`src/rtl/fifo_pkg.sv`:
```
// fifo_pkg: shared helpers and mode constants for the register FIFO family.
package fifo_pkg;
    localparam string FWFT_TRUE = "TRUE";
    localparam string FWFT_FALSE = "FALSE";
    function automatic int clogb2(input int v);
        int r;
        r = 0;
        while ((1 << r) < v) r++;
        return r;
    endfunction
    function automatic bit in_range(input int v, input int lo, input int hi);
        return v >= lo && v <= hi;
    endfunction
endpackage

```
`src/rtl/fifo_ptr_wrap.sv`:
```
// fifo_ptr_wrap: circular pointer that wraps from DEPTH-1 back to 0 on inc.
module fifo_ptr_wrap
    import fifo_pkg::*;
#(
    parameter int DEPTH = 32,
    localparam int PW = clogb2(DEPTH)
) (
    input  logic          clk,
    input  logic          nrst,
    input  logic          inc,
    output logic [PW-1:0] ptr
);
    logic [PW-1:0] ptr_q, ptr_d;
    // explicit compare so non-power-of-2 depths wrap correctly
    assign ptr_d = !inc ? ptr_q : (ptr_q == PW'(DEPTH - 1) ? '0 : ptr_q + 1'b1);
    always_ff @(posedge clk) ptr_q <= nrst ? ptr_d : '0;
    assign ptr = ptr_q;
endmodule

```
`src/rtl/fifo_single_clock_reg_v3.sv`:
```
// fifo_single_clock_reg_v3: circular-buffer FIFO with FWFT/normal output and almost flags.
// Define FIFO_SINGLE_CLOCK_REG_V3_STATS_EN to enable the max_cnt / err_sticky statistics.
module fifo_single_clock_reg_v3
    import fifo_pkg::*;
#(
    parameter string FWFT_MODE  = FWFT_TRUE,
    parameter int    DEPTH      = 32,
    parameter int    DEPTH_W    = clogb2(DEPTH) + 1,
    parameter int    DATA_W     = 32,
    parameter int    AFULL_LVL  = DEPTH - 1,
    parameter int    AEMPTY_LVL = 1
) (
    input  logic               clk,
    input  logic               nrst,
    input  logic               w_req,
    input  logic [DATA_W-1:0]  w_data,
    input  logic               r_req,
    output logic [DATA_W-1:0]  r_data,
    output logic               r_valid,
    output logic [DEPTH_W-1:0] cnt,
    output logic               empty,
    output logic               full,
    output logic               afull,
    output logic               aempty,
    output logic               fail,
    output logic [DEPTH_W-1:0] max_cnt,
    output logic               err_sticky
);
    localparam int PW = clogb2(DEPTH);

    if (DEPTH < 2) begin : g_bad_depth
        $error("DEPTH must be at least 2");
    end
    if (DEPTH >= (1 << DEPTH_W)) begin : g_bad_depth_w
        $error("DEPTH_W too narrow to hold DEPTH");
    end
    if (!in_range(AFULL_LVL, 1, DEPTH)) begin : g_bad_afull
        $error("AFULL_LVL out of range 1..DEPTH");
    end
    if (!in_range(AEMPTY_LVL, 0, DEPTH - 1)) begin : g_bad_aempty
        $error("AEMPTY_LVL out of range 0..DEPTH-1");
    end

    logic [DATA_W-1:0]  mem_q [DEPTH];
    logic [PW-1:0]      w_ptr, r_ptr;
    logic [DEPTH_W-1:0] cnt_q, cnt_d;
    logic               rd_ok, wr_ok;

    assign empty  = cnt_q == '0;
    assign full   = cnt_q == DEPTH_W'(DEPTH);
    assign afull  = cnt_q >= DEPTH_W'(AFULL_LVL);
    assign aempty = cnt_q <= DEPTH_W'(AEMPTY_LVL);
    assign cnt    = cnt_q;
    assign fail   = (r_req & empty) | (w_req & full & ~r_req);
    // a read frees the slot, so a full FIFO still takes a concurrent write
    assign rd_ok  = nrst & r_req & ~empty;
    assign wr_ok  = nrst & w_req & (~full | r_req);
    assign cnt_d  = cnt_q + DEPTH_W'(wr_ok) - DEPTH_W'(rd_ok);

    always_ff @(posedge clk) cnt_q <= nrst ? cnt_d : '0;
    always_ff @(posedge clk) if (wr_ok) mem_q[w_ptr] <= w_data;

    fifo_ptr_wrap #(.DEPTH(DEPTH)) u_w_ptr (.clk(clk), .nrst(nrst), .inc(wr_ok), .ptr(w_ptr));
    fifo_ptr_wrap #(.DEPTH(DEPTH)) u_r_ptr (.clk(clk), .nrst(nrst), .inc(rd_ok), .ptr(r_ptr));

    if (FWFT_MODE == FWFT_TRUE) begin : g_fwft
        assign r_data  = empty ? '0 : mem_q[r_ptr];
        assign r_valid = ~empty;
    end else begin : g_normal
        logic [DATA_W-1:0] r_data_q;
        logic              r_valid_q;
        always_ff @(posedge clk) begin
            r_valid_q <= rd_ok;
            if (!nrst) r_data_q <= '0;
            else if (rd_ok) r_data_q <= mem_q[r_ptr];
        end
        assign r_data  = r_data_q;
        assign r_valid = r_valid_q;
    end

`ifdef FIFO_SINGLE_CLOCK_REG_V3_STATS_EN
    logic [DEPTH_W-1:0] max_cnt_q;
    logic               err_q;
    always_ff @(posedge clk) begin
        if (!nrst) begin
            max_cnt_q <= '0;
            err_q     <= 1'b0;
        end else begin
            if (cnt_d > max_cnt_q) max_cnt_q <= cnt_d;
            if (fail) err_q <= 1'b1;
        end
    end
    assign max_cnt    = max_cnt_q;
    assign err_sticky = err_q;
`else
    assign max_cnt    = '0;
    assign err_sticky = 1'b0;
`endif
endmodule

```
`config.mk`:
```
export PLATFORM = sky130hd
export DESIGN_NAME = fifo_single_clock_reg_v3
export DESIGN_NICKNAME = d
export VERILOG_FILES = /design/src/rtl/fifo_pkg.sv /design/src/rtl/fifo_ptr_wrap.sv /design/src/rtl/fifo_single_clock_reg_v3.sv
export SDC_FILE = /design/constraint.sdc
export NUM_CORES = 1
export LEC_CHECK = 0
export BUFFER_PORTS_ARGS = -buffer_cell sky130_fd_sc_hd__buf_2
export CORE_AREA = 2 2 303 305
export DETAILED_ROUTE_END_ITERATION = 8
export DIE_AREA = 0 0 305 307
export REMOVE_ABC_BUFFERS = 1
export SETUP_SLACK_MARGIN = 0.02
export SLEW_MARGIN = 10
export SYNTH_ARGS = -nofsm -noshare
export SYNTH_HDL_FRONTEND = slang
export SYNTH_SLANG_ARGS = --single-unit
```
`constraint.sdc`:
```
create_clock -name clk -period 3.9 [get_ports clk]
set_input_delay 0.78 -clock clk [delete_from_list [all_inputs] [get_ports clk]]
set_output_delay 0.78 -clock clk [all_outputs]
set_load 0.005 [all_outputs]
```
# After elaboration in Yosys (flattened, before gate mapping)
# Memory sizes are Yosys's and may differ from the RTL's. A register that Yosys moved wholly into a read port is not among the register bits.
# Cells that the tools add are included.
[word_totals]
register_bits = 16
mem_bits_rw = 1024
inputBits = 36
memories = 1
[mem_list]
columns = ["name", "depth", "width", "rd", "rd_ports_with_merged_regs", "wr", "line_no", "rtl"]
rows = [
  ["mem_q", 32, 32, 1, 1, 1, "fifo_single_clock_reg_v3.sv:44", "logic [DATA_W-1:0] mem_q [DEPTH];"],
]
[op_classes]
addsub = 4
n_lt_le_gt_ge = 2
n_eq_ne = 3
muxes = 7
n_bitwise = 12
n_reduce_logical = 1
[op_table]
columns = ["operator", "n"]
rows = [
  ["two-way mux 32 bit", 1],
  ["two-way mux 5 bit", 4],
  ["adder 5 x 1 -> 5 bit (second input constant)", 2],
  ["== test 5 bit (second input constant)", 2],
  ["AND 1 bit", 7],
  ["adder 6 x 1 -> 6 bit", 1],
  ["== test 6 bit (second input constant)", 1],
  ["greater-or-equal comparator 6 x 5 -> 1 bit (second input constant)", 1],
  ["<= comparator 6 x 1 -> 1 bit (second input constant)", 1],
  ["zero test 6 bit", 1],
  ["subtractor 6 x 1 -> 6 bit", 1],
  ["NOT 1 bit", 3],
  ["two-way mux 1 bit", 2],
  ["OR 1 bit", 2],
]

# Logic depth before layout (Yosys ltp)
# Gate-level depths: netlist of run 1.
[depth]
depth_word = 6
depth_mapped = 14
ltp_nobuf = 13

# Hierarchy
# From an unflattened synthesis of run 1, not the netlist that was laid out.
[unflattened]
hier_cells = 1699
area_unflattened_um2 = 40258.6
[modules_own_cells]
columns = ["mod", "instances", "cells_per_inst", "area_each_um2", "seq_area_each_um2"]
rows = [
  ["fifo_single_clock_reg_v3", 1, 1649, 39770.6, 30869.6],
  ["fifo_ptr_wrap", 2, 25, 244.0, 100.1],
]

# Worst setup path after synthesis of run 1
# Ideal clock, no wire load.
[synth_timing]
path_kind = "input to register"
from = "input nrst"
to = "memory mem_q[31][0] (enable)"
setup_time_ns = 0.421
t_arrival_ns = 2.661
t_required_ns = 3.479
setup_slack_ns = 0.818
stages = 3
path_buffers = 1
cell_sequence = "clkbuf_1 -> nand3_1 -> nor2_1"
[synth_via]
elab_chain_cells = 4
[synth_rtl]
columns = ["item", "line_no", "rtl"]
rows = [
  ["from (decl)", "fifo_single_clock_reg_v3.sv:14", "input logic nrst,"],
  ["AND 1 bit (2 in series)", "fifo_single_clock_reg_v3.sv:57", "assign wr_ok = nrst & w_req & (~full | r_req);"],
  ["two-way mux 1 bit", "fifo_single_clock_reg_v3.sv:61", "always_ff @(posedge clk) if (wr_ok) mem_q[w_ptr] <= w_data;"],
  ["two-way mux 1 bit (implied by the code)", "fifo_single_clock_reg_v3.sv:61", ""],
  ["to (decl)", "fifo_single_clock_reg_v3.sv:44", ""],
]
# No other way between the ends.

==> impl_metrics.yaml, run 1 <==
cts:
  clk_latency_ps: 680
  cts_made_buffers: 104
  cts_tree: "yes"
  cts.sinks: 1045
  clk_pin_slew_worst_paths_ps: 60
  clockBufferDepth: 3
  cts-root-buf: "clkbuf_16"
  cts-hold-fix-buffers: 0
  h-tree-depth: 3
drt:
  ant_nets: 0
  drt_iter0_drc: 2038
  drc: 0
  wl_um: 95520
  wl_per_cell_um: 30.26
  vias: 18820
  first_pass_iters: 5
  vias_per_cell: 5.961
floorplan:
  dieArea_mm2: 0.09364
  core_area_mm2: 0.09069
  row_count: 111
  die_w_um: 305
  io_pins: 87
  initial_core_util: 0.4453
  die-height_um: 307
timing:
  fin_crit_sh: 0.9689
  setup_viol: 0
  finalClockSkew_ps: 26.87
  final_hold_viol_count: 0
  finalSetupTns_ps: 0
  worst_pin_slew_ps: 813.6
  rsz0062_at_grt: "true"
  max_slew_margin: 0.4563
  slew_violations: 0
  max_freq_mhz: 264.6
  fin_crit_ps: 3779
  hold_slack_ps: 529.9
  setup_ws_ps: 121.1
power_and_ir_drop:
  p_int_mw: 19.30
  seq_power_share: 0.498
  power_density_mw_per_mm2: 542.0
  switchingPower_mw: 5.765
  p_clk_frac: 0.383
  power_mw: 25.07
  p_leak_nw: 14.10
  p_comb_frac: 0.119
  switching_share: 0.2300
  max-vdd-ir-drop_mv: 0.3947
final_layout:
  fin_util: 0.5099
  area_delta_synth_final_pct: 14.52
  insertedDiodeCount: 0
  layout-drive-gt1-share: 0.3430
  final_nets: 1945
  instances_no_fill: 3157
  final_area_mm2: 0.04625
logic_synthesis:
  ys.flop_type: "edfxtp_1"
  async_flop_share: 0
  syn_area_mm2: 0.04038
  synth.top_cell.area_share: 0.7615
  synthCells: 1715
  synth_edf_count: 1024
  ys_ff_latch: 1045
  ys_seq_area_frac: 0.7719
  yosys.cell_types.count: 46
  synth_area_leaders: "edfxtp_1 76%, mux4_2 16%, a221oi_2 1.2%"
  post-synth-top-count-cell: "edfxtp_1"
  yosys_warnings: 0
  synth_top_area_cell: "edfxtp_1"
  synth_commonest_cells: "1,024 x edfxtp_1, 288 x mux4_2, 41 x clkbuf_1"
  synth_area_per_cell_um2: 23.55
critical_path:
  required_ps: 3120
  ff2ff_path_depth: 13
  crit_fanout: 51
  end_kind: "output port"
  rrSetupSlack_ps: 870
  rr_endpoint: "cnt[4]$_SDFF_PN0_"
  crit_arrival_ps: 3000
  path_class: "flop to output port"
  cp-start-kind: "flop"
  rr_startpoint: "cnt[3]$_SDFF_PN0_"
grt:
  first_global_vias: 19380
  grt_max_degree: 70
  overflow: 0
  antenna_found_initial: 3
  grt_pass1_wl_um: 137100
  gr-usage-all-layers: 0.2061
run_status:
  status: "finished, final reports clean"
placement:
  gp_congestion: 0.7358
  placed_area_mm2: 0.04296
  pre_cts_ws_ps: 715.1
  dp_hpwl_um: 50810
  placed_cells: 2969
  io_buffer_count: 79
worst_hold_path:
  hold_path.startpoint: "u_w_ptr.ptr[1]$_SDFFE_PN0P_"
  hold_path_end: "u_w_ptr.ptr[1]$_SDFFE_PN0P_"
  holdPathStages: 2
  hold_class: "flop to flop"
job:
  cap_violations: 0
## layer usage
| metal | GRT usage | vias up | wire length, um |
|---|---|---|---|
| met5 | 0 | - | 23 |
| met4 | 0.06205 | 4 | 2187 |
| met3 | 0.03673 | 146 | 6635 |
| met2 | 0.3375 | 714 | 47290 |
| met1 | 0.2847 | 10250 | 39380 |
| li1 | - | 7701 | - |
## flip-flops by register name, indices dropped and copies added (netlist names), named ones only
name and cells:
mem_q 1024, u_w_ptr.ptr 5, cnt 6, u_r_ptr.ptr 5
## cell usage in the layout (no fill, tap or decap), types with 7 or more instances in the layout
| cell | n |
|---|---|
| buf_2 | 79 |
| nand3_1 | 10 |
| buf_12 | 26 |
| ha_1 | 19 |
| inv_1 | 17 |
| buf_4 | 51 |
| edfxtp_1 | 1024 |
| nand2_1 | 16 |
| mux4_2 | 288 |
| conb_1 | 7 |
| clkinv_2 | 15 |
| dfxtp_1 | 16 |
| clkinv_1 | 36 |
| o221ai_1 | 32 |
| clkbuf_16 | 106 |
| a21boi_1 | 7 |
| nor2_4 | 33 |
| a221oi_2 | 32 |
| clkbuf_1 | 27 |
| inv_2 | 11 |
| mux2i_1 | 32 |
## timing repair
action / 4_1_cts / 5_1_grt
resized for setup: 1 / 2
pin swaps: 0 / 0
endpoints found under the setup margin: 1 / 8
buffers inserted: 0 / 0
## logic make-up after synthesis
logic type / count (synthesis) / share of synthesized area
buf+inv: 142 / 0.01785
other cells: 1 / 0.00009286
xor+xnor: 2 / 0.0004339
simple gates: 92 / 0.01134
fa+ha+maj: 20 / 0.006383
flops: 1045 / 0.7719
compound gates: 93 / 0.02349
mux: 320 / 0.1686
## worst max-delay path by stage
stage / cells past startpoint / slack, ps / to
after floorplan: 3 / -7920 / r_data[30]
after CTS: 6 / 20 / r_data[23]
after global routing: 6 / 1 / r_data[23]
final: 6 / 120 / r_data[23]
after detailed placement: 11 / 720 / cnt[4]$_SDFF_PN0_
after global placement: 6 / 750 / r_data[30]
## power by group through the flow
stage               sequential, mW  clock [mW]  combinational [mW]
floorplan                     13.0           0                2.16
global placement              12.7           0                3.01
detailed placement            12.7           0                3.04
CTS                           12.5        9.77                3.06
global route                  12.5        10.2                3.25
finish                        12.5        9.60                2.99
## final cells by class
type	count	area, um^2
clock buffers	139	2836
clock inverters	49	437.9
fillers	7052	44450
inverters	45	168.9
multi-input cells	534	8781
flip-flops and latches	1045	31190
well taps	1186	1484
repair buffers	159	1349
## critical path, stage by stage (launching register included)
cell and delay [ps]:
dfxtp_4 500, buf_16 360, mux4_2 580, mux4_2 500, clkinv_1 80, a221oi_2 70
buf_2 160
Note: power is estimated with default switching activity, not from simulation.
==> inputs of run 2 (changes only) <==
PLACE_DENSITY_LB_ADDON = 0.15   (was not set)
clock period = 3.8 ns   (was 3.9 ns; I/O delays follow)
==> run 2 against run 1 <==
Count of clock-buffer cells in the layout rose by 1; non-clock buffer count grew 11; sequential cell count did not move; register-to-register slack worse by 280 ps; cell area increased by 1.4%; via count up 0.94%; hold slack about the same; combinational power increased by 7.0%; global-route usage increased by 1.4 points; clock skew rose by 1.1 ps; routed wire length is 6.8% higher; clock power is 10% higher; critical endpoint is now r_data[14]; largest cell class unchanged; largest power group unchanged.
==> impl_metrics.yaml, run 2 (synthesis gave the netlist of run 1 again) <==
floorplan:
  die-height_um: 307
  io_pins: 87
  dieArea_mm2: 0.09364
  die_w_um: 305
  initial_core_util: 0.4453
  core_area_mm2: 0.09069
  row_count: 111
critical_path:
  path_class: "flop to output port"
  crit_path_top_delay_cell: "mux4_2"
  crit_arrival_ps: 2900
  slowest_delay_ps: 550
  cp-start-kind: "flop"
  path_cells: "buf_12 > buf_16 > mux4_2 > mux4_2 > clkinv_1 > a221oi_2 > buf_2"
  required_ps: 3040
  crit_fanout: 39
  cp_common_cell: "mux4_2"
  end_kind: "output port"
cts:
  clk_pin_slew_worst_paths_ps: 60
  cts-hold-fix-buffers: 0
  h-tree-depth: 3
  clk_latency_ps: 680
  clockBufferDepth: 3
  cts.sinks: 1045
  cts-root-buf: "clkbuf_16"
  cts_made_buffers: 107
  cts_tree: "yes"
placement:
  dp_hpwl_um: 53120
  io_buffer_count: 79
  placed_area_mm2: 0.04322
  placed_cells: 2973
  pre_cts_ws_ps: 497.5
  gp_congestion: 0.7284
grt:
  grt_pass1_wl_um: 145400
  gr-usage-all-layers: 0.2206
  overflow: 0
  antenna_found_initial: 3
  grt_max_degree: 49
  first_global_vias: 19740
drt:
  wl_per_cell_um: 32.08
  drc: 0
  drt_iter0_drc: 2127
  vias: 19000
  ant_nets: 0
  wl_um: 102100
  first_pass_iters: 5
  vias_per_cell: 5.971
power_and_ir_drop:
  p_clk_frac: 0.399
  power_density_mw_per_mm2: 568.1
  switching_share: 0.2280
  p_leak_nw: 14.37
  p_comb_frac: 0.120
  max-vdd-ir-drop_mv: 0.3568
  p_int_mw: 20.56
  seq_power_share: 0.481
  switchingPower_mw: 6.071
run_status:
  status: "finished, final reports clean"
final_layout:
  fillers: 7028
  top_register: "mem_q"
  area_delta_synth_final_pct: 16.11
  most-common-layout-cells: "1,024 x edfxtp_1, 288 x mux4_2, 111 x clkbuf_16"
  layout-drive-gt1-share: 0.3490
  mostFrequentLayoutCell: "edfxtp_1"
  final_area_mm2: 0.04689
  instances_no_fill: 3181
  largest_register_ffs: 1024
  final_nets: 1959
  fin_util: 0.5170
worst_hold_path:
  hold_class: "flop to flop"
job:
  cap_violations: 0
timing:
  max_freq_mhz: 273.3
  setup_ws_ps: 140.7
  rsz0062_at_grt: "false"
  setup_viol: 0
  max_slew_margin: 0.4158
  slew_violations: 0
  finalSetupTns_ps: 0
  worst_pin_slew_ps: 876.3
  finalClockSkew_ps: 28.00
  fin_crit_sh: 0.9630
  fin_crit_ps: 3659
  final_hold_viol_count: 0
-- run 2: cell count changes in the layout (fill, tap and decap cells not counted), moves of 2 or more --
cell / before / now
buf_12: 26 / 46
buf_6: 2 / 0
clkbuf_1: 27 / 23
buf_4: 51 / 43
bufinv_16: 6 / 13
clkinv_1: 36 / 43
clkbuf_16: 106 / 111
clkinvlp_4: 3 / 1
-- run 2: worst paths after layout --
kind / cells past startpoint / slack (ps) / from / endpoint
setup / recovery: 7 / 140 / flop / r_data[14]
hold / removal: 2 / 530 / u_w_ptr.ptr[1]$_SDFFE_PN0P_ / u_w_ptr.ptr[1]$_SDFFE_PN0P_
setup reg to reg: 13 / 590 / cnt[4]$_SDFF_PN0_ / cnt[4]$_SDFF_PN0_
hold reg to reg: 2 / 530 / u_w_ptr.ptr[1]$_SDFFE_PN0P_ / u_w_ptr.ptr[1]$_SDFFE_PN0P_
-- run 2: area by class of cell --
cell class,count,area (um^2),area share
Tap cell,1186,1484,0.03165
Sequential cell,1045,31190,0.6652
Clock inverter,60,633.1,0.01350
Antenna cell,1,2.502,0.00005337
Inverter,45,168.9,0.003603
Multi-Input combinational cell,534,8781,0.1873
Timing Repair Buffer,170,1682,0.03587
Clock buffer,140,2947,0.06285
-- run 2: timing repair --
action                     CTS  global route
resized for setup            1             0
setup endpoints to repair   31             0
setup buffers                7             0
-- run 2: critical path: cells and delay by family, from the launching register on --
family | cells | cell delay (ps)
mux | 2 | 1030
flops | 1 | 360
compound gates | 1 | 70
buf+inv | 4 | 700
-- run 2: stage by stage --
stage / total power [mW] / hold WS, ps
final: 26.63 / 530.3
after global routing: 27.54 / 557.8
after CTS: 26.89 / 522.7
after detailed placement: 16.25 / 514.9
after global placement: 16.21 / 490.4
after floorplan: 15.54 / 464.3
-- run 2: power by group through the flow --
stage	combinational [mW]	clock [mW]	sequential, mW
floorplan	2.22	0	13.3
global placement	3.14	0	13.1
detailed placement	3.17	0	13.1
CTS	3.26	10.8	12.8
global route	3.44	11.3	12.8
finish	3.20	10.6	12.8
-- run 2: metal layers --
layer	global-route usage	vias up	wire [um]
li1	-	7734	-
met1	0.3199	10430	43720
met2	0.3507	692	49390
met3	0.03425	131	6703
met4	0.06136	4	2216
met5	0	-	23
